===== src/rtl/alu_iterative_exec.sv =====
// ---------------------------------------------------------------------------
// alu_iterative_exec
//
// Execute-stage ALU. Add/sub, logic and compare ops finish in one cycle.
// Shifts use a one-bit-per-cycle iterative shifter instead of a barrel
// shifter, so requests use a valid/ready handshake.
//
// Ports:
//   i_clk     clock, all state updates on the rising edge
//   i_rst     synchronous active-high reset
//   i_valid   request strobe; op and operands are valid this cycle
//   o_ready   high when a request can be accepted this cycle
//   i_alu_op  4-bit ALU operation code
//   i_data_a  operand A
//   i_data_b  operand B; the low NB_SHAMT bits are the shift amount
//   o_valid   one-cycle pulse; o_result holds a new result
//   o_result  registered result, held until the next completion
//   o_zero    high when o_result is zero
// ---------------------------------------------------------------------------
module alu_iterative_exec #(
    parameter int NB_DATA  = 32,
    parameter int NB_SHAMT = $clog2(NB_DATA)
) (
    input  logic               i_clk,
    input  logic               i_rst,
    input  logic               i_valid,
    output logic               o_ready,
    input  logic [3:0]         i_alu_op,
    input  logic [NB_DATA-1:0] i_data_a,
    input  logic [NB_DATA-1:0] i_data_b,
    output logic               o_valid,
    output logic [NB_DATA-1:0] o_result,
    output logic               o_zero
);

    localparam logic [3:0] OP_ADD  = 4'b0000;
    localparam logic [3:0] OP_SUB  = 4'b0001;
    localparam logic [3:0] OP_SLL  = 4'b0010;
    localparam logic [3:0] OP_SLT  = 4'b0011;
    localparam logic [3:0] OP_SLTU = 4'b0100;
    localparam logic [3:0] OP_XOR  = 4'b0101;
    localparam logic [3:0] OP_SRL  = 4'b0110;
    localparam logic [3:0] OP_SRA  = 4'b0111;
    localparam logic [3:0] OP_OR   = 4'b1000;
    localparam logic [3:0] OP_AND  = 4'b1001;

    typedef enum logic {
        IDLE,
        SHIFT
    } state_t;

    state_t               state;
    logic [3:0]           shift_op;
    logic [NB_DATA-1:0]   shift_reg;
    logic [NB_SHAMT-1:0]  count;
    logic                 sign_bit;

    logic [NB_SHAMT-1:0]  shamt;
    logic                 is_shift;
    logic [NB_DATA-1:0]   alu_res;
    logic [NB_DATA-1:0]   shift_next;

    assign shamt    = i_data_b[NB_SHAMT-1:0];
    assign is_shift = (i_alu_op == OP_SLL) || (i_alu_op == OP_SRL) ||
                      (i_alu_op == OP_SRA);

    assign o_ready = (state == IDLE);
    assign o_zero  = (o_result == '0);

    // Single-cycle result. A shift only lands here when its amount is zero,
    // in which case the result is simply operand A. Unused codes act as ADD.
    always_comb begin
        alu_res = i_data_a + i_data_b;
        case (i_alu_op)
            OP_ADD:  alu_res = i_data_a + i_data_b;
            OP_SUB:  alu_res = i_data_a - i_data_b;
            OP_SLT:  alu_res = {{(NB_DATA-1){1'b0}},
                                ($signed(i_data_a) < $signed(i_data_b))};
            OP_SLTU: alu_res = {{(NB_DATA-1){1'b0}}, (i_data_a < i_data_b)};
            OP_XOR:  alu_res = i_data_a ^ i_data_b;
            OP_OR:   alu_res = i_data_a | i_data_b;
            OP_AND:  alu_res = i_data_a & i_data_b;
            OP_SLL, OP_SRL, OP_SRA: alu_res = i_data_a;
            default: alu_res = i_data_a + i_data_b;
        endcase
    end

    // One-bit step of the iterative shifter. Right shifts fill with the
    // sign bit captured at accept (SRA) or zero (SRL).
    always_comb begin
        shift_next = {shift_reg[NB_DATA-2:0], 1'b0};
        if (shift_op != OP_SLL) begin
            shift_next = {((shift_op == OP_SRA) & sign_bit),
                          shift_reg[NB_DATA-1:1]};
        end
    end

    // Control FSM. IDLE accepts requests and completes single-cycle ops
    // directly; SHIFT steps the shifter until the counter runs out.
    always_ff @(posedge i_clk) begin
        if (i_rst) begin
            state     <= IDLE;
            shift_op  <= OP_ADD;
            shift_reg <= '0;
            count     <= '0;
            sign_bit  <= 1'b0;
            o_result  <= '0;
            o_valid   <= 1'b0;
        end else begin
            o_valid <= 1'b0;
            case (state)
                IDLE: begin
                    if (i_valid) begin
                        if (is_shift && (shamt != '0)) begin
                            shift_op  <= i_alu_op;
                            shift_reg <= i_data_a;
                            count     <= shamt;
                            sign_bit  <= i_data_a[NB_DATA-1];
                            state     <= SHIFT;
                        end else begin
                            o_result <= alu_res;
                            o_valid  <= 1'b1;
                        end
                    end
                end
                SHIFT: begin
                    shift_reg <= shift_next;
                    count     <= count - NB_SHAMT'(1);
                    if (count == NB_SHAMT'(1)) begin
                        o_result <= shift_next;
                        o_valid  <= 1'b1;
                        state    <= IDLE;
                    end
                end
                default: state <= IDLE;
            endcase
        end
    end

endmodule


===== config.mk =====
export PLATFORM = sky130hd
export DESIGN_NAME = alu_iterative_exec
export DESIGN_NICKNAME = d
export VERILOG_FILES = /design/src/rtl/alu_iterative_exec.sv
export SDC_FILE = /design/constraint.sdc
export NUM_CORES = 1
export LEC_CHECK = 0
export CAP_MARGIN = 20
export CORE_ASPECT_RATIO = 0.6
export CORE_UTILIZATION = 30
export CTS_CLUSTER_DIAMETER = 150
export DETAILED_ROUTE_END_ITERATION = 8
export PLACE_DENSITY = 0.59
export SYNTH_ARGS = -nofsm -noshare
export SYNTH_HDL_FRONTEND = slang
export SYNTH_SLANG_ARGS = --single-unit

===== constraint.sdc =====
create_clock -name i_clk -period 3.1 [get_ports i_clk]
set_input_delay 0.465 -clock i_clk [delete_from_list [all_inputs] [get_ports i_clk]]
set_output_delay 0.465 -clock i_clk [all_outputs]
set_load 0.02 [all_outputs]

==> reports/qor.yml, run 1 <==
run_status:
  outcome: "finished clean"
timing:
  setup-tns-final_ns: 0
  hold_violations: 0
  max_freq_ghz: 0.324
  tightest_slew_ns: 0.745
  grt_setup_unrepaired: "yes"
  whs_ns: 0.408
  slew_viol_final: 0
  skew_ns: 0.0130
  finalSetupViolations: 0
  min_period_ns: 3.09
  fin_crit_sh: 0.996
  relSlewSlack: 0.491
critical_path:
  cp.arrival_ns: 3.32
  criticalPathCategory: "in2reg"
  cp_slowest_stage_delay_ns: 0.53
  path_buf_inv: 5
  crit_family: "buffers and inverters"
  cp_slowest_cell: "or4_4"
  crit_path_end_kind: "flip-flop"
  crit_fanout: 8
  cp_common_cell: "inv_2"
  start_kind: "input port"
  required_ns: 3.33
  cp_cell_sequence: "clkdlybuf4s50_1 > inv_2 > ha_4 > inv_2 > buf_4 > or4_4 > o311ai_4 > buf_12 > a311o_1 > a21oi_2 > mux2i_2 > a211oi_2"
logic_synthesis:
  netlist_area_mm2: 0.00915
  synth_top_family_by_area: "compound AO/OA/AOI/OAI gates"
  async_flop_share: 0
  synth_fa_ha_area_frac: 0.138
  synth_edf_count: 0
  synth-simple-area-share: 0.228
  netlist_instances: 1305
  yosysSeqAreaShare: 0.166
  synthMuxAreaShare: 0.0253
  synth_compound_area_frac: 0.343
  ys_seq_elements: 76
  ys_warn_count: 0
  postSynthNetCount: 1476
  synth_ff_type: "dfxtp_1"
  synth_xor_area_frac: 0.0172
  syn_area_per_cell_um2: 7.01
  synth.distinct_cells: 89
layout:
  final_util: 0.465
  area_growth_syn_to_layout_pct: 52.2
  final_common_cell: "buf_4"
  final_cell_count_no_fill: 2089
  layout_common_cells: "329 x buf_4, 163 x nand2_1, 108 x nor2_1"
  nNetsFinal: 1849
  diodes: 0
  drive_gt1_frac: 0.300
clock_tree:
  ctsHtreeMaxLevel: 3
  ctsLongestPathBuffers: 2
  clockRootBuffer: "clkbuf_16"
  clock_latency_ns: 0.36
  clkSinkCount: 76
  cts_tree: "done"
  cts_buffers: 9
  clkTransAtPathRegs_ns: 0.06
floorplanning:
  core_mm2: 0.0300
  die_x_um: 227
  start_util: 0.305
  die_h_um: 137
  floorplan.io_pins: 106
  rows: 49
  die-area_mm2: 0.0312
pwr:
  powerDensity_mw_per_mm2: 334
  ir_worst_vdd_uv: 241
  p_leak_nw: 6.05
global_route:
  grt_max_degree: 41
  first_global_vias: 11100
  grt_pass1_wl_mm: 68.2
  grt_overflow: 0
  antenna_found_initial: 0
  grt_usage: 0.290
routing:
  post-route-drc-count: 0
  antenna_left: 0
  drt-total-wl_mm: 45.4
  met1Wirelength_mm: 21.3
  drt_iter0_markers: 1161
  dr.pass1.iters: 5
  routed.top_layer: "met4"
  vias: 11900
  route.met3.wl_mm: 4.04
  post_drt_wl_per_cell_um: 21.7
  dr_wl_met2_mm: 19.1
  viasPerCell: 5.67
place:
  gp_congestion: 1.00
  portBuffers: 105
  dp_hpwl_mm: 36.0
  placed_cells: 2063
hold_path:
  min_path_type: "in2reg"
job:
  maxCapViolations: 0
-- cell usage after synthesis (10+ instances only) --
library cell,number,area [um^2]
mux2i_1,22,220
buf_2,23,115
inv_1,97,364
a22oi_1,12,90.1
a311oi_1,11,96.3
o2111ai_1,12,105
dfxtp_1,76,1520
clkbuf_1,54,203
nand3_1,20,100
a221oi_1,13,114
nand2b_1,15,93.8
o21bai_1,10,75.1
a31oi_1,30,188
a21oi_1,111,556
buf_1,10,37.5
and3_1,14,87.6
nor4_1,26,163
ha_1,98,1230
o211ai_1,19,143
nor3_1,28,140
nand2_1,165,619
a21o_1,21,158
xnor2_1,16,140
o21ai_0,73,365
a211oi_1,30,225
nand4_1,12,75.1
nor2_1,114,428
-- timing repair --
| action | in CTS | in global routing |
|---|---|---|
| hold buffers | 0 | 0 |
| pin swaps | 30 | 41 |
| gates resized for setup | 84 | 103 |
| hold endpoints to repair | 0 | 0 |
| setup buffers | 10 | 6 |
| endpoints found under the setup margin | 21 | 19 |
| gates cloned | 0 | 0 |
-- path summary, 6_finish.rpt --
| path | startpoint | endpoint | slack (ns) | depth (start not counted) |
|---|---|---|---|---|
| min reg2reg | shift_op[3] | shift_op[3] | 0.47 | 1 |
| max | i_data_b[18] | o_result[28] | 0.01 | 12 |
| min | i_data_a[3] | shift_reg[3] | 0.41 | 3 |
| max reg2reg | shift_op[1] | o_result[28] | 0.60 | 8 |
-- cell type report --
| type | count | area, um^2 |
|---|---|---|
| fill | 3035 | 16000 |
| multi-input combinational | 1038 | 7490 |
| timing repair buffer | 450 | 3710 |
| sequential | 76 | 1520 |
| tap | 408 | 510 |
| inverter | 103 | 387 |
| clock buffer | 10 | 229 |
| clock inverter | 4 | 76.3 |
-- cells by family (layout without fill, tap and decap cells) --
group	after synthesis	in the layout
AOI/OAI and AO/OA	449	449
xor gates and xnor gates	18	18
adders and majority gates	100	100
buffers and inverters	191	567
DFF	76	76
muxes	23	23
and+or+nand+nor	448	448
-- where the power goes --
group	switching (W)	internal [W]
Clock	0.000463	0.000698
Combinational	0.00127	0.00108
Sequential	0.0000940	0.00105
Total	0.00183	0.00283
-- tightest hold or removal path: stages --
cell,delay [ns]
clkbuf_2,0.12
nand2_1,0.06
a31oi_1,0.07
-- stage by stage --
| step | cell area [um^2] | power [W] | worst slack (ns) |
|---|---|---|---|
| 4_1_cts | 13600 | 0.00453 | -0.0494 |
| 2_1_floorplan | 9150 | 0.00219 | 0.0172 |
| 6_report | 13900 | 0.00466 | 0.0135 |
| 3_3_place_gp | 13000 | 0.00330 | -0.849 |
| 5_1_grt | 13900 | 0.00487 | -0.0306 |
| 3_5_place_dp | 13000 | 0.00329 | -0.879 |
-- layer usage --
| layer | GRT usage | vias up |
|---|---|---|
| li1 | - | 5508 |
| met1 | 0.424 | 5698 |
| met2 | 0.438 | 575 |
| met3 | 0.0491 | 72 |
| met4 | 0.0716 | 0 |
| met5 | 0 | - |
Power figures use the tool's default switching activity.
==> run 2: changes to the inputs <==
TNS_END_PERCENT = 100   (was default)
==> results of run 2 <==
The final DEF is identical to that of run 1; final timing and power are the same.
